File: config.mk
export PLATFORM = sky130hd
export DESIGN_NAME = onehot_stream_encoder_flat
export DESIGN_NICKNAME = d
export VERILOG_FILES = /design/src/rtl/onehot_stream_encoder_if.sv /design/src/rtl/onehot_stream_encoder.sv /design/src/flat_wrapper.sv
export SDC_FILE = /design/constraint.sdc
export NUM_CORES = 1
export LEC_CHECK = 0
export BUFFER_PORTS_ARGS = -buffer_cell sky130_fd_sc_hd__buf_2
export CORE_MARGIN = 2
export CORE_UTILIZATION = 40
export DETAILED_ROUTE_END_ITERATION = 7
export GPL_TIMING_DRIVEN = 1
export PLACE_DENSITY = 0.65
export SETUP_SLACK_MARGIN = 0.02
export SLEW_MARGIN = 20
export SYNTH_ARGS = -nofsm -noshare
export SYNTH_HDL_FRONTEND = slang
export SYNTH_SLANG_ARGS = --single-unit
File: constraint.sdc
create_clock -name CLK -period 7.7 [get_ports CLK]
set_input_delay 1.54 -clock CLK [delete_from_list [all_inputs] [get_ports CLK]]
set_output_delay 1.54 -clock CLK [all_outputs]
set_load 0.01 [all_outputs]
File: src/rtl/onehot_stream_encoder_if.sv
// Stream bundle for onehot_stream_encoder: the vector input handshake and the
// index output handshake, grouped so the encoder and its users share one port.
interface onehot_stream_encoder_if #(
  parameter int unsigned N_OUT = 4,
  parameter int unsigned N_IN  = 16
);
  logic [N_IN-1:0]  IN_DATA;
  logic             IN_VALID;
  logic             IN_READY;
  logic [N_OUT-1:0] OUT_DATA;
  logic             OUT_VALID;
  logic             OUT_READY;
  logic             OUT_LAST;
  logic             OUT_ZERO;

  // Producer of vectors and consumer of index beats
  modport master (
    output IN_DATA, IN_VALID, OUT_READY,
    input  IN_READY, OUT_DATA, OUT_VALID, OUT_LAST, OUT_ZERO
  );

  // The encoder itself
  modport slave (
    input  IN_DATA, IN_VALID, OUT_READY,
    output IN_READY, OUT_DATA, OUT_VALID, OUT_LAST, OUT_ZERO
  );
endinterface

File: src/rtl/onehot_stream_encoder.sv
// One-hot / bit-vector stream encoder: accepts an N_IN-bit vector and emits
// the index of every set bit, lowest first, one beat per cycle, flagging the
// final beat. An all-zero vector yields a single beat with OUT_ZERO set.
module onehot_stream_encoder #(
  parameter int unsigned N_OUT = 4,
  parameter int unsigned N_IN  = 16
) (
  input  logic                     CLK,
  input  logic                     RST,
  onehot_stream_encoder_if.slave   stream
);

  typedef enum logic {
    IDLE,
    EMIT
  } state_t;

  state_t           state, state_n;
  logic [N_IN-1:0]  mask, mask_n;
  logic             zflag, zflag_n;

  logic [N_IN-1:0]  mask_low_cleared;
  logic [N_OUT-1:0] low_idx;
  logic             single;
  logic             last;
  logic             in_ready;
  logic             out_valid;
  logic             accept;
  logic             beat;

  // Priority encode of the registered mask; lowest set bit wins, 0 when empty
  always_comb begin
    low_idx = '0;
    for (int unsigned i = N_IN; i > 0; i--) begin
      if (mask[i-1]) low_idx = N_OUT'(i - 1);
    end
  end

  // Final-beat detection and handshake qualifiers
  always_comb begin
    mask_low_cleared = mask & (mask - N_IN'(1));
    single    = (mask != '0) && (mask_low_cleared == '0);
    last      = (state == EMIT) && (zflag || single);
    out_valid = (state == EMIT);
    // Ready also on the final beat's handshake so back-to-back vectors see no bubble
    in_ready  = (state == IDLE) || (last && stream.OUT_READY);
    accept    = stream.IN_VALID && in_ready;
    beat      = out_valid && stream.OUT_READY;
  end

  // Output drive; everything forced to zero outside EMIT
  always_comb begin
    stream.IN_READY  = in_ready;
    stream.OUT_VALID = out_valid;
    stream.OUT_DATA  = '0;
    stream.OUT_LAST  = 1'b0;
    stream.OUT_ZERO  = 1'b0;
    if (state == EMIT) begin
      stream.OUT_DATA = low_idx;
      stream.OUT_LAST = last;
      stream.OUT_ZERO = zflag;
    end
  end

  // Next-state: a new accept takes precedence over retiring the final beat
  always_comb begin
    state_n = state;
    mask_n  = mask;
    zflag_n = zflag;
    if (accept) begin
      state_n = EMIT;
      mask_n  = stream.IN_DATA;
      zflag_n = (stream.IN_DATA == '0);
    end else if (beat) begin
      if (last) begin
        state_n = IDLE;
        mask_n  = '0;
        zflag_n = 1'b0;
      end else begin
        mask_n  = mask_low_cleared;
      end
    end
  end

  // State, pending mask and zero flag registers
  always_ff @(posedge CLK or posedge RST) begin
    if (RST) begin
      state <= IDLE;
      mask  <= '0;
      zflag <= 1'b0;
    end else begin
      state <= state_n;
      mask  <= mask_n;
      zflag <= zflag_n;
    end
  end

endmodule

File: src/flat_wrapper.sv
// flat-port wrapper written by rule: the top's interface ports become plain ports
module onehot_stream_encoder_flat 
#(
  parameter int unsigned N_OUT = 4,
  parameter int unsigned N_IN  = 16
)
  (CLK, RST, stream_IN_DATA, stream_IN_VALID, stream_OUT_READY, stream_IN_READY, stream_OUT_DATA, stream_OUT_VALID, stream_OUT_LAST, stream_OUT_ZERO);
  onehot_stream_encoder_if #(.N_OUT(N_OUT), .N_IN(N_IN)) stream_i ();
  input  logic CLK;
  input  logic RST;
  input wire logic [$bits(stream_i.IN_DATA)-1:0] stream_IN_DATA;
  input wire logic [$bits(stream_i.IN_VALID)-1:0] stream_IN_VALID;
  input wire logic [$bits(stream_i.OUT_READY)-1:0] stream_OUT_READY;
  output wire logic [$bits(stream_i.IN_READY)-1:0] stream_IN_READY;
  output wire logic [$bits(stream_i.OUT_DATA)-1:0] stream_OUT_DATA;
  output wire logic [$bits(stream_i.OUT_VALID)-1:0] stream_OUT_VALID;
  output wire logic [$bits(stream_i.OUT_LAST)-1:0] stream_OUT_LAST;
  output wire logic [$bits(stream_i.OUT_ZERO)-1:0] stream_OUT_ZERO;
  assign stream_i.IN_DATA = stream_IN_DATA;
  assign stream_i.IN_VALID = stream_IN_VALID;
  assign stream_i.OUT_READY = stream_OUT_READY;
  assign stream_IN_READY = stream_i.IN_READY;
  assign stream_OUT_DATA = stream_i.OUT_DATA;
  assign stream_OUT_VALID = stream_i.OUT_VALID;
  assign stream_OUT_LAST = stream_i.OUT_LAST;
  assign stream_OUT_ZERO = stream_i.OUT_ZERO;
  onehot_stream_encoder #(.N_OUT(N_OUT), .N_IN(N_IN)) u_core (.CLK(CLK), .RST(RST), .stream(stream_i));
endmodule
==> results <==
- The layout has 374 filler cells.
- The commonest cells after synthesis are 18 x dfrtp_1, 17 x nor2_1, 13 x nand2_1, 11 x a221o_1.
- The worst setup path is of the reg -> out kind.
- The run finished with clean final reports.
- The most congested layer reported by global routing is met2.
- Input and output buffers added on the ports amount to 27.
- The horizontal die dimension is 64.7 um.
- For this run, the detailed router's first-pass iteration total came to 5.
- Across the routed clock network, the largest skew measured is 0.00678 ns.
- The antenna diode instance count is 0.
- The clock root buffer is clkbuf_8.
- Counting flops with an async set or reset pin after synthesis yields a share of 100%.
- The starting density of the core is 40.9%.
- The number of global-route vias before repair is 1,366.
- The worst path uses 58.2% of the clock period.
- The clock period minus worst slack is 4.48 ns.
- The area growth from synthesis to layout is 11.5%.
- Power spread over the standard cell area amounts to 428 nW/um^2.
- In this run, post-CTS repair resized a total of 0 instances.
- Counting flops and latches in the post-synthesis netlist gives 18.
- The final routed wirelength across all metal layers is 4.21 mm.
- The post-synthesis instance area is 1470 sq um.
- Global routing used 34.3% of the available met2 tracks.
- The CTS H-tree depth is 1.
- For this design the top-level I/O count stands at 28.
- TritonCTS built the clock tree.
- Global routing used 21.5% of the available tracks.
- The vias per cell is 6.21.
- Setup repair after global routing left no endpoint under its margin.
- For the worst-skew pair, the clock arrives at the later sink with an insertion delay of 0.26 ns.
- Yosys mapped a number of flops with a built-in enable equal to 0.
- The met3 demand-to-capacity share in global routing is 4.86%.
- In the post-synthesis netlist, the biggest area contributors are dfrtp_1 31%, a221o_1 7.5%, mux2i_1 6.1%, nor2_1 4.3%, nor4_1 3.4%.
- The initial antenna violation count is 0.
- The worst slew margin relative to its limit is 50.0%.
- The worst supply voltage drop on vdd is 167 uV.
- The count of standard-cell rows is 22.
- Routability-driven placement finished with a final weighted congestion of 0.937.
- The cell with the most instances after synthesis is dfrtp_1.
- Entering global routing, the biggest net connects 24 pins.
- After routing, the total negative slack on setup checks comes to 0 ns.
- The maximum frequency from static timing analysis is 223 MHz.
- The wire length of the first global-routing pass is 6.91 mm.
- Of the synthesized area, sequential elements account for 30.6%.
- The number of standard cells in the layout, taps in and fillers out is 244.
- Summed over all instances, the cell type with the most area after synthesis is dfrtp_1.
- For the pin with the worst max-slew slack, the measured transition is 0.750 ns.
- The endpoint arrival time on the critical path is 2.94 ns.
- The layout cell share with drive strength beyond 1 is 17.9%.
- The max-slew violation count was 0.
- Setup violations remaining at the end of the flow were counted as 0.
- After detailed routing, the number of remaining DRC violations is 0.
- For this design, the sink count on the clock tree is 18.
- The die area is 4190 sq um.
- Buffers added to address setup during post-CTS repair amount to 0.
- The total overflow reported by the global router is 0.
- For met1 alone, demand over resource in global routing was 29.5%.
- The first-iteration detailed-routing DRC count is 178.
- The element type at the critical path start is a flip-flop.
- The synthesized net count is 199.
- The required arrival time at the worst endpoint is 6.16 ns.
- Summed over all cells, the static leakage comes to 0.772 nW.
- The Yosys step of the flow raised 0 warnings.
- The floorplan step set the die height to 64.7 um.
- Detailed routing inserted a total of 1,515 vias.
- The count of placed standard cells including taps is 241.
- The min-delay analysis places its worst path in the category reg -> reg.
- The most used flip-flop cell after synthesis is dfrtp_1.
- The share of Yosys cell area claimed by the top area cell type is 30.6%.
- The number of different library cells used by synthesis comes to 45.
- Once detailed placement completed, the half-perimeter wirelength came to 3.11 mm.
- In the synthesized netlist, the number of instances is 179.
- After clock tree synthesis, the clock-pin slew on the worst setup and hold paths is 0.07 ns.
- Along the worst path, the maximum fanout reaches 11.
- After clock tree synthesis, the flow added hold-fix buffers numbering 0.
- For this run, the post-layout net count is 218.
- The maximum buffer depth of the clock tree is 2.
- The worst setup path is captured at an output pin.
- The total count of hold-check failures in the final report is 0.
- The tool flagged a number of max-cap violations equal to 0.
- The number of nets with antenna violations after routing is 0.
- After synthesis, the mean cell area works out to 8.23 sq um.
- The worst hold margin is 0.638 ns.
- The total CTS buffers is 3.
- The region available for standard cell placement spans 3610 sq um.
- In the final routed layout, each cell accounts on average for 17.2 um.
metrics by stage:
stage	utilization, %	total power (W)	setup WS, ns	instance area [sq um]
2_1_floorplan	-	0.000520	3.70	1470
3_3_place_gp	44.4	0.000631	3.65	1600
3_5_place_dp	44.4	0.000630	3.59	1600
4_1_cts	45.6	0.000702	3.29	1640
5_1_grt	45.6	0.000766	3.03	1640
6_report	45.6	0.000704	3.22	1640
kinds of logic after synthesis:
logic type,after synthesis,share of synthesized area (%)
and+or+nand+nor,72,25.6
AOI/OAI and AO/OA,58,30.6
buffers and inverters,21,6.54
DFF,18,30.6
muxes,9,6.11
adders and majority gates,1,0.679
worst paths after layout:
check / startpoint / endpoint / slack [ns] / cells after the start
max: u_core.mask[1] / stream_IN_READY / 3.22 / 8
min: u_core.zflag / u_core.zflag / 0.64 / 2
max reg2reg: u_core.mask[1] / u_core.mask[15] / 4.91 / 7
min reg2reg: u_core.zflag / u_core.zflag / 0.64 / 2
max in group asynchronous: RST / u_core.mask[8] / 5.85 / 2
min in group asynchronous: RST / u_core.stream.OUT_VALID / 1.39 / 2
per-layer routing:
layer  vias up  routed length [um]
met3         9                 352
met4         0                  40
met1       699                1860
li1        726                   -
met5         -                   0
met2        81                1960
cell type report:
| cell class | count | area [sq um] | area share [%] |
|---|---|---|---|
| flip-flops and latches | 18 | 450 | 27.4 |
| inverters | 8 | 30.0 | 1.83 |
| clock buffers | 3 | 41.3 | 2.51 |
| well taps | 48 | 60.1 | 3.65 |
| multi-input cells | 140 | 927 | 56.4 |
| repair buffers | 27 | 135 | 8.22 |
state kept, by name, indices dropped and copies added, names as in the netlist:
name and count:
u_core.mask 16, u_core.stream.OUT_VALID 1, u_core.zflag 1
critical path, cell delays in order, from the launching register on:
cell and delay [ns]:
dfrtp_1 0.48, nor4_2 0.58, nand3_1 0.28, mux2i_1 0.22
nand2b_1 0.07, or4_4 0.54, and2_1 0.20, o21ai_0 0.15
buf_2 0.15
where the power goes:
part / total [W] / internal (W) / switching, W / leakage (nW)
registers: 0.000199 / 0.000125 / 0.0000738 / 0.232
logic: 0.000437 / 0.000205 / 0.000232 / 0.518
clock network: 0.0000678 / 0.0000349 / 0.0000329 / 0.0216
total: 0.000704 / 0.000365 / 0.000339 / 0.772
cell usage in the layout, fill, tap and decap left out, drive strengths merged, types with 4 or more instances in the layout:
cell type / instances
nor2: 17
nand3: 7
mux2i: 9
a21oi: 7
o21ai: 10
nor3: 9
and3: 4
dfrtp: 18
nand2: 13
buf: 27
nor4: 9
inv: 8
a221o: 11
nand2b: 4
Note: power is estimated with default switching activity, not from simulation.
